`config.mk`:
```
export PLATFORM = sky130hd
export DESIGN_NAME = grf_wb_arbiter
export DESIGN_NICKNAME = d
export VERILOG_FILES = /design/src/rtl/grf_wb_arbiter.sv
export SDC_FILE = /design/constraint.sdc
export NUM_CORES = 1
export LEC_CHECK = 0
export ABC_AREA = 1
export CAP_MARGIN = 20
export CELL_PAD_IN_SITES_DETAIL_PLACEMENT = 1
export CELL_PAD_IN_SITES_GLOBAL_PLACEMENT = 1
export CORE_MARGIN = 1
export CORE_UTILIZATION = 29
export DETAILED_ROUTE_END_ITERATION = 6
export PLACE_DENSITY_LB_ADDON = 0.05
export SETUP_SLACK_MARGIN = 0.05
export SKIP_LAST_GASP = 1
export SLEW_MARGIN = 20
export SYNTH_ARGS = -nofsm -noshare
export SYNTH_HDL_FRONTEND = slang
export SYNTH_SLANG_ARGS = --single-unit
```
`constraint.sdc`:
```
create_clock -name clk -period 6.7 [get_ports clk]
set_input_delay 2.01 -clock clk [delete_from_list [all_inputs] [get_ports clk]]
set_output_delay 2.01 -clock clk [all_outputs]
set_load 0.01 [all_outputs]
```
`src/rtl/grf_wb_arbiter.sv`:
```
// Register-file writeback arbiter: merges pipeline (p0) and long-latency (p1) writebacks with a
// busy-register scoreboard and p1 starvation guard. Define GRF_WB_ARBITER_TRACE_EN to print each write.
module grf_wb_arbiter #(
    parameter int unsigned STARVE_LIMIT = 3
) (
    input  logic        clk,
    input  logic        reset,
    input  logic        p0_valid,
    output logic        p0_ready,
    input  logic [4:0]  p0_addr,
    input  logic [31:0] p0_data,
    input  logic [31:0] p0_pc,
    input  logic        p1_valid,
    output logic        p1_ready,
    input  logic [4:0]  p1_addr,
    input  logic [31:0] p1_data,
    input  logic [31:0] p1_pc,
    input  logic        iss_valid,
    input  logic [4:0]  iss_addr,
    input  logic [4:0]  chk_a1,
    input  logic [4:0]  chk_a2,
    output logic        stall,
    output logic        w_en,
    output logic [4:0]  w_addr,
    output logic [31:0] w_data,
    output logic [31:0] w_pc,
    output logic [31:0] busy_vec
);

    localparam logic [2:0] LIMIT = 3'(STARVE_LIMIT);

    logic [2:0]  r_starve_cnt;
    logic [31:0] r_busy;
    logic        r_wen;
    logic [4:0]  r_waddr;
    logic [31:0] r_wdata;
    logic [31:0] r_wpc;

    logic [2:0]  w_cnt_eff;
    logic [2:0]  w_starve_next;
    logic [31:0] w_busy_next;
    logic        w_force;
    logic        w_p0_xfer;
    logic        w_p1_xfer;
    logic        w_any_xfer;
    logic [4:0]  w_sel_addr;
    logic [31:0] w_sel_data;
    logic [31:0] w_sel_pc;

    // While reset is held the arbiter behaves as if no starvation has accrued.
    assign w_cnt_eff  = reset ? 3'd0 : r_starve_cnt;
    assign w_force    = p1_valid && (w_cnt_eff >= LIMIT);
    assign p0_ready   = !w_force;
    assign p1_ready   = p1_valid && (!p0_valid || w_force);
    assign w_p0_xfer  = p0_valid && p0_ready;
    assign w_p1_xfer  = p1_ready;
    assign w_any_xfer = w_p0_xfer || w_p1_xfer;

    assign w_sel_addr = w_p1_xfer ? p1_addr : p0_addr;
    assign w_sel_data = w_p1_xfer ? p1_data : p0_data;
    assign w_sel_pc   = w_p1_xfer ? p1_pc   : p0_pc;

    always_comb begin
        w_starve_next = r_starve_cnt;
        if (!p1_valid || w_p1_xfer) begin
            w_starve_next = 3'd0;
        end else if (r_starve_cnt != 3'd7) begin
            w_starve_next = r_starve_cnt + 3'd1;
        end
    end

    // Issue set takes priority over writeback clear on the same register.
    generate
        for (genvar gi = 0; gi < 32; gi++) begin : g_busy
            if (gi == 0) begin : g_zero
                assign w_busy_next[gi] = 1'b0;
            end else begin : g_reg
                assign w_busy_next[gi] = (iss_valid && (iss_addr == 5'(gi))) ||
                                         (r_busy[gi] && !(w_p1_xfer && (p1_addr == 5'(gi))));
            end
        end
    endgenerate

    always_ff @(posedge clk) begin
        if (reset) begin
            r_starve_cnt <= 3'd0;
            r_busy       <= 32'd0;
            r_wen        <= 1'b0;
            r_waddr      <= 5'd0;
            r_wdata      <= 32'd0;
            r_wpc        <= 32'd0;
        end else begin
            r_starve_cnt <= w_starve_next;
            r_busy       <= w_busy_next;
            r_wen        <= w_any_xfer && (w_sel_addr != 5'd0);
            if (w_any_xfer) begin
                r_waddr <= w_sel_addr;
                r_wdata <= w_sel_data;
                r_wpc   <= w_sel_pc;
            end
        end
    end

`ifdef GRF_WB_ARBITER_TRACE_EN
    always_ff @(posedge clk) begin
        if (!reset && w_any_xfer && (w_sel_addr != 5'd0)) begin
            $display("%0t@%h: $%0d <= %h", $time, w_sel_pc, w_sel_addr, w_sel_data);
        end
    end
`else
    // Trace output is compiled out in this build.
`endif

    assign stall    = ((chk_a1 != 5'd0) && r_busy[chk_a1]) || ((chk_a2 != 5'd0) && r_busy[chk_a2]);
    assign w_en     = r_wen;
    assign w_addr   = r_waddr;
    assign w_data   = r_wdata;
    assign w_pc     = r_wpc;
    assign busy_vec = r_busy;

endmodule

```
==> results of run 1 <==
[metrics by stage]
stage | setup slack (ns) | hold WS, ns | util [%]
floorplan | 1.70 | 0.454 | -
global placement | 0.716 | 0.463 | 45.5
detailed placement | 0.704 | 0.467 | 45.5
CTS | 0.685 | 0.478 | 47.2
global route | 0.491 | 0.495 | 47.3
finish | 0.680 | 0.476 | 47.3
[layout by cell type, fill, tap and decap left out, types with 3 or more instances in the layout]
cell type and count:
a21oi_1 33, o31ai_1 15, nand3_1 110, nand2_1 182, o21ai_0 99, clkdlybuf4s50_1 261
o21ai_1 47, clkbuf_16 9, clkbuf_8 4, nor2_1 95, buf_4 9, nand2_2 3
inv_1 53, dfxtp_1 104
[area by class of cell]
cell class | count | area, um^2 | area share (%)
multi-input combinational | 594 | 2700 | 32.7
tap | 225 | 282 | 3.41
sequential | 104 | 2080 | 25.2
clock buffer | 13 | 280 | 3.39
timing repair buffer | 270 | 2680 | 32.5
clock inverter | 3 | 21.3 | 0.258
antenna | 1 | 2.50 | 0.0303
inverter | 55 | 206 | 2.50
[final timing paths]
path / slack, ns / from / endpoint
setup reg to reg: 4.34 / r_starve_cnt[0] / busy_vec[20]
hold / removal: 0.48 / w_pc[24] / w_pc[24]
setup / recovery: 0.68 / chk_a2[1] / stall
hold reg to reg: 0.48 / w_pc[24] / w_pc[24]
[metal layers]
layer,GRT usage (%),share of wire (%),up-vias
met1,28.8,41,2945
met4,9.57,2.7,0
met3,7.90,6.9,29
met2,42.6,49,177
met5,0,0,-
li1,-,-,3106
[cell families (layout without fill, tap and decap cells)]
group,after synthesis,in the layout
adder cells (fa/ha/maj),2,2
XOR/XNOR,1,1
AND/OR/NAND/NOR,395,395
buffers and inverters,110,341
other,1,2
AO/OA/AOI/OAI,195,195
flip-flops,104,104
[registers in the layout, indices dropped and copies added, names as in the netlist]
register      flops
w_en              1
w_addr            5
w_data           32
busy_vec         31
w_pc             32
r_starve_cnt      3
[power by group through the flow]
stage	combinational [mW]	clock (mW)	sequential [mW]
after floorplan	0.119	0	0.705
after global placement	0.347	0	0.688
after CTS	0.350	0.556	0.676
after global routing	0.378	0.583	0.681
after detailed placement	0.348	0	0.690
final	0.347	0.538	0.676
[critical path: cells and delay by family]
family	cells	cell delay [ns]
buf+inv	5	1.48
simple gates	8	0.52
[synth_stat cells (5+ instances only)]
| cell type | instances |
|---|---|
| clkbuf_1 | 34 |
| o31ai_1 | 15 |
| nor2_1 | 97 |
| o21ai_0 | 99 |
| nand2_1 | 182 |
| nand3_1 | 110 |
| buf_2 | 12 |
| a21oi_1 | 33 |
| dfxtp_1 | 104 |
| inv_1 | 53 |
| o21ai_1 | 47 |
| buf_4 | 5 |
==> impl_metrics.env, run 1 <==
export IMPL_cts_buffer_depth=2
export IMPL_grt_max_degree=86
export IMPL_grt_pass1_vias=6208
export IMPL_firstDrtPassIters=4
export IMPL_slew_headroom_pct=32.1
export IMPL_p_leak_nw=3.22
export IMPL_via_per_inst=4.95
export IMPL_crit_path_start_kind="primary input"
export IMPL_cts_setup_buffers=0
export IMPL_cp_cell_sequence="clkdlybuf4s50_1 > inv_1 > nand3_1 > nand2_1 > nand2_1 > nand2_1 > inv_1 > nand2_1 > nand2_1 > nand2_1 > inv_1 > nand2_1 > clkdlybuf4s50_1"
export IMPL_numCtsBuffers=9
export IMPL_critPathSlowestCell="clkdlybuf4s50_1"
export IMPL_tns_ns=0
export IMPL_maxCapViolations=0
export IMPL_synth_mux_area_share_pct=0
export IMPL_final_cells=1265
export IMPL_cp_end_kind="primary output"
export IMPL_post_cts_resized=0
export IMPL_ioPinCount=263
export IMPL_design_area_mm2=0.00826
export IMPL_coreArea_mm2=0.0175
export IMPL_pwr_share_clk_pct=34.5
export IMPL_switchingPower_uw=430
export IMPL_fp_dieW_um=136
export IMPL_cts_clk_slew_worst_paths_ns=0.07
export IMPL_syn_area_per_cell_um2=6.49
export IMPL_post_dp_hpwl_mm=16.6
export IMPL_synthSimpleGateAreaFrac_pct=31.2
export IMPL_wl_per_cell_um=18.0
export IMPL_seqPwrFrac_pct=43.3
export IMPL_ys_warn_count=0
export IMPL_wl_mm=22.7
export IMPL_finClkSkew_ns=0.00551
export IMPL_dieHeight_um=136
export IMPL_status="finished, final reports clean"
export IMPL_area_growth_syn_to_layout_pct=57.6
export IMPL_drv_slew=0
export IMPL_fmax_mhz=166
export IMPL_htreeDepth=3
export IMPL_dpl_instance_area_mm2=0.00795
export IMPL_p_int_mw=1.13
export IMPL_synth_top_family_by_area="simple AND/OR/NAND/NOR gates"
export IMPL_synthXorXnorAreaFrac_pct=0.167
export IMPL_synth_top_area_share_pct=39.7
export IMPL_required_ns=4.69
export IMPL_ys_ff_latch=104
export IMPL_synth_seq_area_share_pct=39.7
export IMPL_crit_type="primary input to primary output"
export IMPL_synth_async_reset_ratio_pct=0
export IMPL_gp_congestion=0.859
export IMPL_synth_area_mm2=0.00524
export IMPL_cts_hold_fix_buffers=0
export IMPL_power_mw=1.56
export IMPL_setup_violations_final=0
export IMPL_crit_top_cell="nand2_1"
export IMPL_fp_row_count=48
export IMPL_slowest_delay_ns=0.58
export IMPL_synth_top_cells_by_area="dfxtp_1, nand2_1, nand3_1, o21ai_0, nor2_1"
export IMPL_p_sw_share_pct=27.5
export IMPL_power_density_mw_per_mm2=189
export IMPL_grt_usage_pct=24.9
export IMPL_ff2ff_path_depth=10
export IMPL_min_period_ns=6.02
export IMPL_nNetsFinal=1194
export IMPL_cts_sinks=104
export IMPL_min_path_type="register to register"
export IMPL_initial_core_util_pct=30.0
export IMPL_grt_first_pass_wirelength_mm=35.1
export IMPL_worstMarginPinSlew_ns=1.02
export IMPL_ant_nets=0
export IMPL_syn_num_nets=968
export IMPL_dieArea_mm2=0.0186
export IMPL_drc=0
export IMPL_num_fill_cells=2243
export IMPL_final_hold_viol_count=0
export IMPL_synth_cell_types=23
export IMPL_synthCells=808
export IMPL_drive_gt1_share_pct=3.37
export IMPL_rsz0062_at_grt="no"
export IMPL_hold_depth=2
export IMPL_synth_compound_area_share_pct=19.4
export IMPL_via_count=6257
export IMPL_drtIter0Drc=287
export IMPL_peakVddDrop_mv=0.127
export IMPL_io_buffers=261
export IMPL_period_share_pct=89.9
export IMPL_grt_ovfl_total=0
export IMPL_cts_tree="yes"
export IMPL_cts_root_buffer="clkbuf_16"
export IMPL_synth_adder_area_share_pct=0.478
export IMPL_synthFlopType="dfxtp_1"
export IMPL_pwr_share_comb_pct=22.2
export IMPL_antenna_found_initial=2
export IMPL_arrival_ns=4.01
export IMPL_place_inst=1247
export IMPL_clock_latency_ns=0.35
export IMPL_yosysTopAreaCell="dfxtp_1"
export IMPL_synth_edf_count=0
export IMPL_crit_fanout=9
No activity file was read; power rests on OpenSTA's default activity.
==> inputs of run 2 (changes only) <==
--- a/config.mk
+++ b/config.mk
@@ -10,7 +10,7 @@
 export CELL_PAD_IN_SITES_DETAIL_PLACEMENT = 1
 export CELL_PAD_IN_SITES_GLOBAL_PLACEMENT = 1
 export CORE_MARGIN = 1
-export CORE_UTILIZATION = 29
+export CORE_UTILIZATION = 27
 export DETAILED_ROUTE_END_ITERATION = 6
 export PLACE_DENSITY_LB_ADDON = 0.05
 export SETUP_SLACK_MARGIN = 0.05
==> constraint.sdc (replaced) <==
create_clock -name clk -period 6.5 [get_ports clk]
set_input_delay 1.95 -clock clk [delete_from_list [all_inputs] [get_ports clk]]
set_output_delay 1.95 -clock clk [all_outputs]
set_load 0.01 [all_outputs]
==> run 2 against run 1 <==
Net effect:
- cell area up 0.47%
- total power up 4.4%
- clock skew up 0.0043 ns
- clock power up 7.2%
- worst setup slack worse by 0.079 ns
- critical path depth unchanged
- hold slack worse by 0.0035 ns
- register-to-register slack worse by 0.25 ns
==> impl_metrics.env, run 2 (synthesis gave the netlist of run 1 again) <==
export IMPL_status="finished, final reports clean"
export IMPL_coreArea_mm2=0.0189
export IMPL_power_density_mw_per_mm2=197
export IMPL_gp_congestion=0.841
export IMPL_grt_max_degree=86
export IMPL_fmax_mhz=170
export IMPL_drc=0
export IMPL_ff2ff_path_depth=10
export IMPL_grt_usage_pct=22.7
export IMPL_cts_sinks=104
export IMPL_grt_ovfl_total=0
export IMPL_dieHeight_um=141
export IMPL_initial_core_util_pct=27.7
export IMPL_via_count=6164
export IMPL_drtIter0Drc=213
export IMPL_ant_nets=0
export IMPL_slew_headroom_pct=37.2
export IMPL_finClkSkew_ns=0.00983
export IMPL_io_buffers=261
export IMPL_reg2reg_to="busy_vec[20]"
export IMPL_crit_fanout=9
export IMPL_dp_slack_ns=0.596
export IMPL_reg2reg_slack_ns=4.09
export IMPL_htreeDepth=3
export IMPL_mostFrequentLayoutCell="clkdlybuf4s50_1"
export IMPL_antenna_found_initial=0
export IMPL_fp_row_count=50
export IMPL_cts_clk_slew_worst_paths_ns=0.07
export IMPL_tns_ns=0
export IMPL_cts_tree="yes"
export IMPL_via_per_inst=4.75
export IMPL_cts_hold_fix_buffers=0
export IMPL_cts_setup_buffers=0
export IMPL_period_share_pct=90.8
export IMPL_final_cells=1297
export IMPL_wl_mm=22.8
export IMPL_crit_start="chk_a1[1]"
export IMPL_rsz0062_at_grt="no"
export IMPL_drive_gt1_share_pct=3.18
export IMPL_clock_latency_ns=0.36
export IMPL_grt_first_pass_wirelength_mm=34.6
export IMPL_hold_path_end="w_data[29]"
export IMPL_cts_buffer_depth=2
export IMPL_post_cts_resized=0
export IMPL_cts_root_buffer="clkbuf_16"
export IMPL_required_ns=4.55
export IMPL_p_leak_nw=3.21
export IMPL_hp_start="w_data[29]"
export IMPL_firstDrtPassIters=5
export IMPL_hold_depth=2
export IMPL_final_hold_viol_count=0
export IMPL_setup_violations_final=0
export IMPL_area_growth_syn_to_layout_pct=58.3
export IMPL_arrival_ns=3.95
export IMPL_fp_dieW_um=141
export IMPL_place_inst=1282
export IMPL_ioPinCount=263
export IMPL_peakVddDrop_mv=0.122
export IMPL_crit_path_start_kind="primary input"
export IMPL_final_util_pct=43.9
export IMPL_num_fill_cells=2407
export IMPL_maxCapViolations=0
export IMPL_numCtsBuffers=9
export IMPL_grt_pass1_vias=6263
export IMPL_crit_type="primary input to primary output"
export IMPL_min_path_type="register to register"
export IMPL_nNetsFinal=1193
export IMPL_post_dp_hpwl_mm=16.6
export IMPL_worstMarginPinSlew_ns=0.942
export IMPL_cp_end_kind="primary output"
export IMPL_drv_slew=0
export IMPL_layout_common_cells="clkdlybuf4s50_1, nand2_1, nand3_1, dfxtp_1, o21ai_0"
export IMPL_diodes=0
export IMPL_wl_per_cell_um=17.6
export IMPL_worstReg2RegStart="r_starve_cnt[0]"
export IMPL_min_period_ns=5.90
export IMPL_dieArea_mm2=0.0200
export IMPL_worst_slack_ns=0.601
==> run 2: routing by layer <==
layer / part of all wire (%) / GRT usage [%] / wire (um)
met1: 40 / 25.0 / 9210
met2: 51 / 41.6 / 11600
met3: 7.4 / 7.66 / 1680
met4: 1.3 / 5.84 / 296
met5: 0 / 0 / 0
==> run 2: final cells by class <==
type	instances	area (um^2)	share of cell area, %
inverters	55	206	2.49
clock inverters	3	47.5	0.573
clock buffers	12	256	3.09
flip-flops and latches	104	2080	25.1
repair buffers	269	2670	32.2
multi-input cells	594	2710	32.6
well taps	260	325	3.92
==> run 2: critical path: stages <==
cell and delay [ns]:
clkdlybuf4s50_1 0.59, inv_1 0.30, nand3_1 0.11, nand2_1 0.07
nand2_1 0.05, nand2_1 0.06, inv_1 0.04, nand2_1 0.05
nand2_1 0.04, nand2_1 0.07, inv_1 0.04, nand2_1 0.05
clkdlybuf4s50_1 0.52
==> run 2: how the worst max path moves through the flow <==
stage / to / depth (start not counted)
floorplan: stall / 13
global placement: stall / 13
detailed placement: stall / 13
CTS: stall / 13
global route: stall / 13
finish: stall / 13
==> run 2: stage by stage <==
step	hold slack (ns)	total power [mW]	cell area (um^2)
2_1_floorplan	0.454	0.850	5240
3_3_place_gp	0.463	1.07	7990
3_5_place_dp	0.469	1.07	7990
4_1_cts	0.477	1.66	8290
5_1_grt	0.496	1.71	8300
6_report	0.473	1.63	8300
==> run 2: where the power goes <==
group	switching, mW	internal [mW]	leakage (nW)
Combinational	0.169	0.187	2.21
Clock	0.256	0.321	0.150
Sequential	0.0212	0.675	0.857
==> inputs of run 3 (changes only) <==
--- a/config.mk
+++ b/config.mk
@@ -12,7 +12,7 @@
 export CORE_MARGIN = 1
 export CORE_UTILIZATION = 27
 export DETAILED_ROUTE_END_ITERATION = 6
-export PLACE_DENSITY_LB_ADDON = 0.05
+export PLACE_DENSITY = 0.84
 export SETUP_SLACK_MARGIN = 0.05
 export SKIP_LAST_GASP = 1
 export SLEW_MARGIN = 20
==> run 3 against run 2 <==
Net effect:
- sequential power barely moved
- cell area shrank 0.21%
- clock skew down 0.0028 ns
- critical endpoint unchanged
- wire length decreased by 0.46%
- die area unchanged
==> impl_metrics.env, run 3 (synthesis gave the netlist of run 1 again) <==
export IMPL_rsz0062_at_grt="no"
export IMPL_ant_nets=0
export IMPL_crit_fanout=9
export IMPL_clock_latency_ns=0.35
export IMPL_period_share_pct=91.8
export IMPL_slowest_delay_ns=0.61
export IMPL_critPathSlowestCell="clkdlybuf4s50_1"
export IMPL_dp_slack_ns=0.561
export IMPL_dieArea_mm2=0.0200
export IMPL_cts_clk_slew_worst_paths_ns=0.07
export IMPL_hold_path_end="w_addr[4]"
export IMPL_fp_dieW_um=141
export IMPL_min_path_type="register to register"
export IMPL_firstDrtPassIters=6
export IMPL_worstReg2RegStart="r_starve_cnt[0]"
export IMPL_peakVddDrop_mv=0.100
export IMPL_grt_pass1_vias=6463
export IMPL_initial_core_util_pct=27.7
export IMPL_cts_root_buffer="clkbuf_16"
export IMPL_p_leak_nw=3.20
export IMPL_place_inst=1282
export IMPL_post_cts_resized=0
export IMPL_status="finished, final reports clean"
export IMPL_design_area_mm2=0.00828
export IMPL_wl_mm=22.7
export IMPL_grt_usage_pct=22.9
export IMPL_cts_hold_fix_buffers=0
export IMPL_crit_type="primary input to primary output"
export IMPL_numCtsBuffers=9
export IMPL_power_density_mw_per_mm2=193
export IMPL_cts_setup_buffers=0
export IMPL_layout_common_cells="clkdlybuf4s50_1, nand2_1, nand3_1, dfxtp_1, o21ai_0"
export IMPL_worstMarginPinSlew_ns=0.914
export IMPL_power_mw=1.60
export IMPL_drc=0
export IMPL_mostFrequentLayoutCell="clkdlybuf4s50_1"
export IMPL_min_period_ns=5.97
export IMPL_dpl_instance_area_mm2=0.00799
export IMPL_cts_tree="yes"
export IMPL_reg2reg_to="busy_vec[19]"
export IMPL_antenna_found_initial=2
export IMPL_required_ns=4.55
export IMPL_grt_ovfl_total=0
export IMPL_hold_depth=2
export IMPL_grt_first_pass_wirelength_mm=35.2
export IMPL_fmax_mhz=168
export IMPL_crit_path_start_kind="primary input"
export IMPL_io_buffers=261
export IMPL_crit_top_cell="nand2_1"
export IMPL_cp_cell_sequence="clkdlybuf4s50_1 > inv_1 > nand3_1 > nand2_1 > nand2_1 > nand2_1 > inv_1 > nand2_1 > nand2_1 > nand2_1 > inv_1 > nand2_1 > clkdlybuf4s50_1"
export IMPL_cts_sinks=104
export IMPL_tns_ns=0
export IMPL_htreeDepth=3
export IMPL_drv_slew=0
export IMPL_finClkSkew_ns=0.00706
export IMPL_crit_start="chk_a2[1]"
export IMPL_final_cells=1297
export IMPL_dieHeight_um=141
export IMPL_ioPinCount=263
export IMPL_fp_row_count=50
export IMPL_via_per_inst=4.88
export IMPL_cp_end_kind="primary output"
export IMPL_gp_congestion=0.864
export IMPL_setup_violations_final=0
export IMPL_arrival_ns=4.02
export IMPL_drtIter0Drc=234
export IMPL_timing_critical_path_buf_inv=5
export IMPL_hp_start="w_addr[4]"
export IMPL_maxCapViolations=0
export IMPL_num_fill_cells=2427
export IMPL_via_count=6333
export IMPL_worst_slack_ns=0.535
export IMPL_post_dp_hpwl_mm=16.9
export IMPL_coreArea_mm2=0.0189
export IMPL_slew_headroom_pct=39.0
export IMPL_ff2ff_path_depth=10
export IMPL_reg2reg_slack_ns=4.17
export IMPL_final_hold_viol_count=0
export IMPL_nNetsFinal=1193
export IMPL_grt_max_degree=86
export IMPL_wl_per_cell_um=17.5
export IMPL_drive_gt1_share_pct=3.19
export IMPL_critPathTopFamily="buffers and inverters"
export IMPL_cts_buffer_depth=2
export IMPL_area_growth_syn_to_layout_pct=58.0
-- run 3: final cells by class --
class / count / area [um^2] / area share [%]
multi-input combinational: 594 / 2710 / 32.7
timing repair buffer: 269 / 2670 / 32.3
sequential: 104 / 2080 / 25.1
tap: 260 / 325 / 3.93
clock buffer: 9 / 225 / 2.72
inverter: 55 / 206 / 2.49
clock inverter: 5 / 58.8 / 0.710
antenna: 1 / 2.50 / 0.0302
-- run 3: worst max path at each step --
stage | endpoint | slack, ns | depth (start not counted)
after floorplan | stall | 1.62 | 13
after global placement | stall | 0.61 | 13
after detailed placement | stall | 0.56 | 15
after CTS | stall | 0.55 | 15
after global routing | stall | 0.29 | 15
final | stall | 0.53 | 13
-- run 3: tightest hold or removal path: stages, from the launching register on --
cell and delay [ns]:
dfxtp_1 0.31, nand3_1 0.07, nand2_1 0.05
-- run 3: stage by stage --
| step | util (%) | hold slack (ns) |
|---|---|---|
| after global routing | 43.8 | 0.493 |
| after global placement | 42.3 | 0.461 |
| after floorplan | - | 0.454 |
| final | 43.8 | 0.472 |
| after detailed placement | 42.3 | 0.467 |
| after CTS | 43.8 | 0.477 |
-- run 3: layer usage --
| layer | track usage, % | routed length, um |
|---|---|---|
| met1 | 25.8 | 9100 |
| met2 | 39.5 | 11000 |
| met3 | 7.76 | 1900 |
| met4 | 9.44 | 717 |
| met5 | 0 | 12 |
-- run 3: where the power goes --
part           internal (mW)  leakage (nW)  switching (mW)  total [mW]
logic                  0.187          2.21           0.174       0.361
registers              0.675         0.857          0.0219       0.697
clock network          0.295         0.134           0.247       0.542
